## config.mk

```make
export PLATFORM = sky130hd
export DESIGN_NAME = auxiliary_video_information_info_frame_receiver
export DESIGN_NICKNAME = d
export VERILOG_FILES = /design/src/rtl/hdmi_info_frame_pkg.sv /design/src/rtl/info_frame_checksum_serial.sv /design/src/rtl/auxiliary_video_information_info_frame_receiver.sv
export SDC_FILE = /design/constraint.sdc
export NUM_CORES = 1
export LEC_CHECK = 0
export BUFFER_PORTS_ARGS = -buffer_cell sky130_fd_sc_hd__buf_2
export CAP_MARGIN = 20
export CELL_PAD_IN_SITES_DETAIL_PLACEMENT = 0
export CELL_PAD_IN_SITES_GLOBAL_PLACEMENT = 2
export CORE_ASPECT_RATIO = 1.2
export CORE_MARGIN = 5
export CORE_UTILIZATION = 28
export CTS_CLUSTER_DIAMETER = 80
export DETAILED_ROUTE_END_ITERATION = 8
export PLACE_DENSITY_LB_ADDON = 0.1
export RECOVER_POWER = 50
export SYNTH_ARGS = -nofsm -noshare
export SYNTH_HDL_FRONTEND = slang
export SYNTH_HIERARCHICAL = 1
export SYNTH_SLANG_ARGS = --single-unit
```

## constraint.sdc

```tcl
create_clock -name clk_pixel -period 8.25 [get_ports clk_pixel]
set_clock_uncertainty 0.2 [all_clocks]
set_input_delay 0.825 -clock clk_pixel [delete_from_list [all_inputs] [get_ports clk_pixel]]
set_output_delay 0.825 -clock clk_pixel [all_outputs]
set_load 0.1 [all_outputs]
```

## src/rtl/hdmi_info_frame_pkg.sv

```systemverilog
// Shared InfoFrame receiver types: AVI header constants, decoded field
// bundle, bar bundle and the receive FSM state.
package hdmi_info_frame_pkg;

  localparam logic [7:0] AVI_TYPE    = 8'h82;
  localparam logic [7:0] AVI_VERSION = 8'd2;
  localparam logic [4:0] AVI_LENGTH  = 5'd13;

  typedef enum logic [1:0] {
    IDLE,
    CHECK,
    COMMIT
  } info_frame_state_t;

  // MSB-first order matches {PB1[6:0], PB2, PB3, PB4[6:0], PB5}
  typedef struct packed {
    logic [1:0] video_format;
    logic       afi_present;
    logic [1:0] bar_info;
    logic [1:0] scan_info;
    logic [1:0] colorimetry;
    logic [1:0] aspect_ratio;
    logic [3:0] afar;
    logic       it_content;
    logic [2:0] ext_colorimetry;
    logic [1:0] rgb_quant;
    logic [1:0] nups;
    logic [6:0] vic;
    logic [1:0] ycc_quant;
    logic [1:0] content_type;
    logic [3:0] pixel_rep;
  } avi_fields_t;

  typedef struct packed {
    logic [15:0] top_end;
    logic [15:0] bottom_start;
    logic [15:0] left_end;
    logic [15:0] right_start;
  } avi_bars_t;

  function automatic logic avi_header_ok(
    input logic [23:0] hdr,
    input bit          exact_version
  );
    logic ver_ok;
    ver_ok = exact_version ? (hdr[15:8] == AVI_VERSION)
                           : (hdr[15:8] >= AVI_VERSION);
    return (hdr[7:0] == AVI_TYPE) && ver_ok &&
           (hdr[20:16] == AVI_LENGTH) && (hdr[23:21] == 3'b000);
  endfunction

  // b[0] is PB6 ... b[7] is PB13, each pair little-endian
  function automatic avi_bars_t avi_bar_decode(
    input logic [7:0][7:0] b
  );
    return avi_bars_t'({b[1], b[0], b[3], b[2],
                        b[5], b[4], b[7], b[6]});
  endfunction

endpackage

```

## src/rtl/info_frame_checksum_serial.sv

```systemverilog
// Byte-serial 8-bit wrapping accumulator for InfoFrame checksums;
// o_zero flags a valid (zero-sum) packet.
module info_frame_checksum_serial (
  input  logic       i_clk,
  input  logic       i_rst,
  input  logic       i_clear,
  input  logic       i_add,
  input  logic [7:0] i_byte,
  output logic       o_zero
);

  logic [7:0] r_acc;

  always_ff @(posedge i_clk) begin
    if (i_rst || i_clear) begin
      r_acc <= '0;
    end else if (i_add) begin
      r_acc <= r_acc + i_byte;
    end
  end

  assign o_zero = (r_acc == 8'h00);

endmodule

```

## src/rtl/auxiliary_video_information_info_frame_receiver.sv

```systemverilog
// AVI InfoFrame sink: filters AVI packets, checks the checksum serially,
// latches decoded fields. Option: AVI_INFO_FRAME_RECEIVER_BAR_DECODE_EN.
module auxiliary_video_information_info_frame_receiver
  import hdmi_info_frame_pkg::*;
#(
  parameter int TIMEOUT_FRAMES = 4,
  parameter bit CHECK_VERSION  = 1'b1
) (
  input  logic             clk_pixel,
  input  logic             reset,
  input  logic             packet_valid,
  output logic             packet_ready,
  input  logic [23:0]      header,
  input  logic [3:0][55:0] sub,
  input  logic             frame_start,
  output logic             avi_valid,
  output logic             avi_updated,
  output logic             checksum_error,
  output logic [1:0]       video_format,
  output logic             active_format_info_present,
  output logic [1:0]       bar_info,
  output logic [1:0]       scan_info,
  output logic [1:0]       colorimetry,
  output logic [1:0]       picture_aspect_ratio,
  output logic [3:0]       active_format_aspect_ratio,
  output logic             it_content,
  output logic [2:0]       extended_colorimetry,
  output logic [1:0]       rgb_quantization_range,
  output logic [1:0]       non_uniform_picture_scaling,
  output logic [6:0]       video_id_code,
  output logic [1:0]       ycc_quantization_range,
  output logic [1:0]       content_type,
  output logic [3:0]       pixel_repetition,
  output logic [15:0]      bar_top_end,
  output logic [15:0]      bar_bottom_start,
  output logic [15:0]      bar_left_end,
  output logic [15:0]      bar_right_start
);

  localparam bit TO_EN = (TIMEOUT_FRAMES != 0);
  localparam int FW = TO_EN ? $clog2(TIMEOUT_FRAMES + 1) : 1;
  localparam logic [FW-1:0] FMAX = FW'(TIMEOUT_FRAMES);
  localparam logic [FW-1:0] FPRE =
    FW'(TO_EN ? TIMEOUT_FRAMES - 1 : 0);

  info_frame_state_t r_state;
  logic [4:0]        r_cnt;
  logic [16:0][7:0]  r_buf;
  logic [13:0][7:0]  w_pb;
  avi_fields_t       r_fields;
  avi_fields_t       w_fields;
  logic              r_valid;
  logic              r_updated;
  logic              r_err;
  logic [FW-1:0]     r_frames;
  logic              w_accept;
  logic              w_add;
  logic              w_zero;
  logic              w_commit_good;
  logic              w_timeout;
  logic [7:0]        w_byte;
  logic              w_unused;

  for (genvar g = 0; g < 14; g++) begin : g_pb
    assign w_pb[g] = sub[g/7][8*(g%7) +: 8];
  end

  assign w_unused = &{1'b0, sub[3:2]};

  assign w_accept = packet_valid && (r_state == IDLE) &&
                    avi_header_ok(header, CHECK_VERSION);
  assign w_add    = (r_state == CHECK);
  assign w_byte   = r_buf[r_cnt];

  // r_buf[0..2] = header bytes, r_buf[n+3] = PBn
  assign w_fields = avi_fields_t'({r_buf[4][6:0], r_buf[5],
                                   r_buf[6], r_buf[7][6:0],
                                   r_buf[8]});

  assign w_commit_good = (r_state == COMMIT) && w_zero;
  assign w_timeout     = TO_EN && frame_start && (r_frames >= FPRE);

  info_frame_checksum_serial u_csum (
    .i_clk   (clk_pixel),
    .i_rst   (reset),
    .i_clear (w_accept),
    .i_add   (w_add),
    .i_byte  (w_byte),
    .o_zero  (w_zero)
  );

  always_ff @(posedge clk_pixel) begin
    if (reset) begin
      r_state   <= IDLE;
      r_cnt     <= '0;
      r_valid   <= 1'b0;
      r_updated <= 1'b0;
      r_err     <= 1'b0;
      r_fields  <= '0;
      r_frames  <= '0;
    end else begin
      r_updated <= 1'b0;
      r_err     <= 1'b0;

      // Commit has priority over the frame timeout
      if (w_commit_good) begin
        r_frames <= '0;
      end else if (TO_EN && frame_start && r_frames != FMAX) begin
        r_frames <= r_frames + 1'b1;
      end

      if (w_commit_good) begin
        r_fields <= w_fields;
        r_valid  <= 1'b1;
      end else if (w_timeout) begin
        r_fields <= '0;
        r_valid  <= 1'b0;
      end

      unique case (r_state)
        IDLE: begin
          if (w_accept) begin
            r_buf   <= {w_pb, header};
            r_cnt   <= '0;
            r_state <= CHECK;
          end
        end
        CHECK: begin
          r_cnt <= r_cnt + 5'd1;
          if (r_cnt == 5'd16) begin
            r_state <= COMMIT;
          end
        end
        COMMIT: begin
          r_state <= IDLE;
          if (w_zero) begin
            r_updated <= 1'b1;
          end else begin
            r_err <= 1'b1;
          end
        end
        default: r_state <= IDLE;
      endcase
    end
  end

  assign packet_ready   = (r_state == IDLE);
  assign avi_valid      = r_valid;
  assign avi_updated    = r_updated;
  assign checksum_error = r_err;

  assign video_format                = r_fields.video_format;
  assign active_format_info_present  = r_fields.afi_present;
  assign bar_info                    = r_fields.bar_info;
  assign scan_info                   = r_fields.scan_info;
  assign colorimetry                 = r_fields.colorimetry;
  assign picture_aspect_ratio        = r_fields.aspect_ratio;
  assign active_format_aspect_ratio  = r_fields.afar;
  assign it_content                  = r_fields.it_content;
  assign extended_colorimetry        = r_fields.ext_colorimetry;
  assign rgb_quantization_range      = r_fields.rgb_quant;
  assign non_uniform_picture_scaling = r_fields.nups;
  assign video_id_code               = r_fields.vic;
  assign ycc_quantization_range      = r_fields.ycc_quant;
  assign content_type                = r_fields.content_type;
  assign pixel_repetition            = r_fields.pixel_rep;

`ifdef AVI_INFO_FRAME_RECEIVER_BAR_DECODE_EN
  avi_bars_t r_bars;

  always_ff @(posedge clk_pixel) begin
    if (reset) begin
      r_bars <= '0;
    end else if (w_commit_good) begin
      r_bars <= (w_fields.bar_info != 2'b00)
                ? avi_bar_decode(r_buf[16:9]) : '0;
    end else if (w_timeout) begin
      r_bars <= '0;
    end
  end

  assign bar_top_end      = r_bars.top_end;
  assign bar_bottom_start = r_bars.bottom_start;
  assign bar_left_end     = r_bars.left_end;
  assign bar_right_start  = r_bars.right_start;
`else
  assign bar_top_end      = '0;
  assign bar_bottom_start = '0;
  assign bar_left_end     = '0;
  assign bar_right_start  = '0;
`endif

endmodule

```

After elaboration in Yosys (flattened, before gate mapping)
Index checks and enable logic that the tools add are counted.
{ "word_totals": {"regBits": 195, "input_bits": 252, "out_inout_bits": 106, "wordCells": 87} }
{ "classes": {"add_sub_neg": 3, "magnitude_cmp": 2, "n_eq_ne": 9, "n_mux": 13, "n_bitwise": 2, "n_reduce_logical": 19} }
{ "op_table": {"columns": ["operator", "n"], "rows": [
  ["38-bit 2-to-1 mux", 2],
  ["8-bit binary-select mux with 5-bit select", 1],
  ["5-bit one-hot mux with 2 select lines", 1],
  ["8-bit adder", 1],
  ["8-bit by 2-bit equality test with 1-bit output, second input constant", 1],
  ["8-bit equality test, second input constant", 1],
  ["1-bit logical AND", 8],
  ["8-bit logical NOT", 1],
  ["8-bit 2-to-1 mux", 1],
  ["5-bit by 6-bit less-than comparator with 1-bit output, second input constant", 1],
  ["5-bit by 1-bit adder with 5-bit output, second input constant", 1],
  ["5-bit by 4-bit equality test with 1-bit output, second input constant", 1],
  ["5-bit equality test, second input constant", 1],
  ["5-bit 2-to-1 mux", 1],
  ["1-bit 2-to-1 mux", 4],
  ["2-bit 2-to-1 mux", 2],
  ["2-bit one-hot mux with 2 select lines", 1],
  ["2-bit AND reduction", 2],
  ["2-bit nonzero test", 2],
  ["2-bit OR reduction", 2],
  ["3-bit by 1-bit adder with 3-bit output, second input constant", 1],
  ["3-bit by 2-bit >= comparator with 1-bit output, second input constant", 1],
  ["3-bit logical NOT", 1],
  ["3-bit inequality test, second input constant", 1],
  ["other kinds (8)", 9]
]} }

Depth between registers and ports, before layout
{ "logic_depth": {"word_depth": 7, "ltp_mapped": 15, "depth_no_buf": 12} }

Modules after synthesis
The synthesis kept the hierarchy.
{ "modules_own_cells": {"columns": ["mod", "instances", "cells_each", "area_per_inst_um2", "seq_area_each_um2"], "rows": [
  ["auxiliary_video_information_info_frame_receiver", 1, 462, 7503.4, 5104.9],
  ["info_frame_checksum_serial", 1, 80, 683.2, 160.2]
]} }

Worst setup path before layout
OpenSTA, ideal clock, no wires.
{ "synth_path": {"kind": "input port to flip-flop", "from": "input port header[3]", "to": "register r_buf[0] (netlist bit), enable pin", "setup_ns": 0.633, "arrival_ns": 7.239, "t_required_ns": 7.417, "path_slack_ns": 0.178, "stages": 4, "path_buffers": 0, "cell_sequence": "nor4b_1 nand4_1 or2_1 nor2_1"} }
{ "synth_via": {"elab_chain_len": 6} }
{ "synth_rtl": {"columns": ["item", "line", "source"], "rows": [
  ["start: declaration", "auxiliary_video_information_info_frame_receiver.sv:13", "input logic [23:0] header,"],
  ["8-bit equality test", "hdmi_info_frame_pkg.sv:48", "return (hdr[7:0] == AVI_TYPE) && ver_ok &&"],
  ["1-bit logical AND (2 in series)", "hdmi_info_frame_pkg.sv:48", null],
  ["1-bit logical AND", "hdmi_info_frame_pkg.sv:49", "(hdr[20:16] == AVI_LENGTH) && (hdr[23:21] == 3'b000);"],
  ["1-bit logical AND", "auxiliary_video_information_info_frame_receiver.sv:70", "assign w_accept = packet_valid && (r_state == IDLE) &&"],
  ["3-bit AND reduction (no source line)", null, null],
  ["end signal: assignment", "auxiliary_video_information_info_frame_receiver.sv:123", "r_buf <= {w_pb, header};"],
  ["end: declaration", "auxiliary_video_information_info_frame_receiver.sv:48", "logic [16:0][7:0] r_buf;"]
]} }
Every way passes these cells.
A chain may end at the register's enable or synchronous reset.

Worst setup path in the final report
{ "layout_path": {"from": "register r_cnt[0]", "to": "register u_csum.r_acc[7]"} }
{ "layout_via": {"elab_chain_len": 3} }
{ "layout_rtl": {"columns": ["item", "line", "source"], "rows": [
  ["start: declaration", "auxiliary_video_information_info_frame_receiver.sv:47", "logic [4:0] r_cnt;"],
  ["start signal: assignment", "auxiliary_video_information_info_frame_receiver.sv:129", "r_cnt <= r_cnt + 5'd1;"],
  ["8-bit binary-select mux with 5-bit select", "auxiliary_video_information_info_frame_receiver.sv:73", "assign w_byte = r_buf[r_cnt];"],
  ["8-bit 2-to-1 mux (not written as such)", "auxiliary_video_information_info_frame_receiver.sv:73", null],
  ["net w_byte[1]", "auxiliary_video_information_info_frame_receiver.sv:61", "logic [7:0] w_byte;"],
  ["8-bit adder", "info_frame_checksum_serial.sv:18", "r_acc <= r_acc + i_byte;"],
  ["end signal: assignment", "info_frame_checksum_serial.sv:18", null],
  ["end: declaration", "info_frame_checksum_serial.sv:12", "logic [7:0] r_acc;"]
]} }
The timed path passes the listed nets, and every way through them passes these cells. The select of a mux whose other input is x is not followed.

==> results.yml <==
power:
  clkPwrFrac_pct: 39.8
  seqPwrFrac_pct: 51.4
  power.leakage_nw: 3.45
  sw_frac_of_total_pct: 24.9
  ir_drop_v: 0.000117
  combPwrFrac_pct: 8.7
  power.internal_mw: 1.53
  powerDensity_nw_per_um2: 208
  p_sw_mw: 0.507
grt:
  use_met1_pct: 15.8
  met2_usage_pct: 22.6
  met3_usage_pct: 4.96
  antenna_found_initial: 6
  grt_max_degree: 75
  grt_pass1_wl_um: 33100
  grt_pass1_vias: 5427
  gr-total-overflow: 0
  busiest_layer: "met2"
  grt.total_usage_pct: 13.4
logic_synthesis:
  synth_cell_types: 57
  synth_area_leaders: "edfxtp_1 (50%), dfxtp_1 (14%), mux4_2 (7.7%), buf_4 (6.1%), a22o_1 (4.1%)"
  netlist_area_um2: 8190
  syn_inst: 542
  synth_edf_count: 136
  synth_largest_area_cell: "edfxtp_1"
  syn_area_per_cell_um2: 15.1
  synth_ff_type: "edfxtp_1"
  seq_area_frac_synth_pct: 64.3
  synthArstFlopShare_pct: 0
  ys_ff_latch: 195
  synth_top_area_share_pct: 49.9
  yosysWarnings: 6
finish:
  fill_cells: 2870
  layout.nets: 987
  final_cell_mix: "edfxtp_1 (136), buf_2 (114), clkbuf_1 (72)"
  diodes: 0
  mostFrequentLayoutCell: "edfxtp_1"
  syn2layout_area_growth_pct: 19.3
  drive_gt1_share_pct: 26.7
  utilization_pct: 33.9
floorplan:
  fp-row-count: 68
  ios: 358
  fp.dieH_um: 197
  fp.dieW_um: 166
  die-area_um2: 32800
  core-area_um2: 28800
  start_util_pct: 28.4
clocking:
  clk_latency_ns: 0.43
  cts_buffers: 17
  h-tree-depth: 4
  cts_max_path_buffers: 2
  ctsResizeCount: 0
  cts_tree: "yes"
  root_buffer: "clkbuf_16"
  clock_sinks: 195
  cts_setup_buffers: 0
  postCtsHoldBufs: 0
  clkTransAtPathRegs_ns: 0.07
timing:
  setup_viol: 0
  slew_headroom_pct: -30.2
  drv_slew: 22
  worst_pin_slew_ns: 1.95
  rsz0062_at_grt: "no"
  tns_ns: 0
  finalCritPeriodShare_pct: 62.2
  finalHoldViolations: 0
  fin_crit_ns: 5.13
  max_clock_freq_ghz: 0.195
worst_setup_path:
  critical_path_required_ns: 8.36
  cp-end-kind: "flip-flop"
  crit_type: "reg -> reg"
  worst_ep_arrival_time_ns: 5.24
  startpoint_type: "flip-flop"
  critPathMaxFanout: 21
detailed_routing:
  ant_nets: 0
  vias: 4944
  routed_wl_um: 22100
  drc_errors: 0
  drt_iter0_markers: 226
  dr.pass1.iters: 4
  wl_per_cell_um: 19.7
  avgViaCountPerCell: 4.41
place:
  io_buffers: 181
  dp_hpwl_um: 16300
  gp_congestion: 0.777
status:
  status: "finished, violations left"
  violations: "max-capacitance violations, max-slew violations"
run:
  maxCapViolations: 1
hold_path:
  min_path_type: "reg -> reg"
[power groups by stage]
stage | sequential [mW] | clock, mW | combinational (mW)
finish | 1.05 | 0.811 | 0.178
global route | 1.05 | 0.881 | 0.185
CTS | 1.05 | 0.845 | 0.180
detailed placement | 1.07 | 0 | 0.179
global placement | 1.07 | 0 | 0.179
floorplan | 1.07 | 0 | 0.162
[worst max-delay path, cell delays in order, from the launching register on]
cell and delay, ns:
dfxtp_1 0.70, clkbuf_1 1.46, inv_1 0.49, and4_1 0.48, a221o_1 0.43, ha_1 0.33
a211oi_2 0.34, nor3_2 0.10, mux2i_1 0.22, o21ai_1 0.09, nor3b_2 0.15
[Yosys cell counts (all sizes together) (2+ instances only)]
master	number
a211oi	3
a21oi	12
a221o	4
a22o	38
a31oi	2
buf	79
clkbuf	11
dfxtp	59
edfxtp	136
ha	12
inv	14
mux2	4
mux2i	18
mux4	28
nand2	18
nand2b	2
nand3	15
nand3b	2
nand4	3
nor2	14
nor2b	5
nor3	13
nor4	3
nor4b	2
nor4bb	4
o2111ai	4
o211ai	5
o21ai	5
o21bai	2
o311ai	4
or2	2
or3	4
or4	2
[cell type report]
| class | count | area, µm² | share of cell area (%) |
|---|---|---|---|
| Sequential cell | 195 | 5270 | 53.9 |
| Multi-Input combinational cell | 306 | 2510 | 25.7 |
| Timing Repair Buffer | 188 | 871 | 8.92 |
| Clock buffer | 27 | 546 | 5.58 |
| Tap cell | 385 | 482 | 4.93 |
| Inverter | 14 | 60.1 | 0.615 |
| Clock inverter | 5 | 37.5 | 0.384 |
[state kept, by name (all words and copies together) (netlist names), 2 cells and up]
name and cells:
content_type 2, r_frames 3, active_format_aspect_ratio 4, r_buf 136, rgb_quantization_range 2, bar_info 2
ycc_quantization_range 2, u_csum/r_acc 8, pixel_repetition 4, r_cnt 5, colorimetry 2, scan_info 2
extended_colorimetry 3, picture_aspect_ratio 2, non_uniform_picture_scaling 2, video_id_code 7, r_state 2, video_format 2
[worst paths after layout]
check / start / slack (ns) / endpoint / cells after the start
setup / recovery: r_cnt[0] / 3.12 / u_csum/r_acc[7] / 10
hold / removal: content_type[0] / 0.27 / content_type[0] / 1
setup reg to reg: r_cnt[0] / 3.12 / u_csum/r_acc[7] / 10
hold reg to reg: content_type[0] / 0.27 / content_type[0] / 1
[cell families after synthesis]
family	Yosys count	synth area share [%]
AO/OA/AOI/OAI	86	8.42
XOR/XNOR	2	0.214
adder cells (fa/ha/maj)	13	2.08
buffers and inverters	104	8.38
flip-flops	195	64.3
multiplexers	50	10.5
other	1	0.0458
AND/OR/NAND/NOR	91	6.10
[layer usage]
metal  vias up  part of all wire (%)  wire length [µm]
met2       174                    50             11000
met3        33                   7.9              1750
met4        12                   2.1               468
met1      2399                    40              8790
li1       2326                     -                 -
met5         -                  0.33                74
[through the flow]
step,hold slack (ns),instance area (µm²),power (mW),setup slack (ns),cells
CTS,0.272,9860,2.07,4.10,1120
global route,0.293,9770,2.11,2.48,1120
floorplan,0.247,8420,1.23,0.178,605
detailed placement,0.255,9270,1.25,3.95,1088
finish,0.271,9770,2.03,3.12,1120
global placement,0.254,9270,1.25,3.99,1088
No activity file was read; power rests on OpenSTA's default activity.
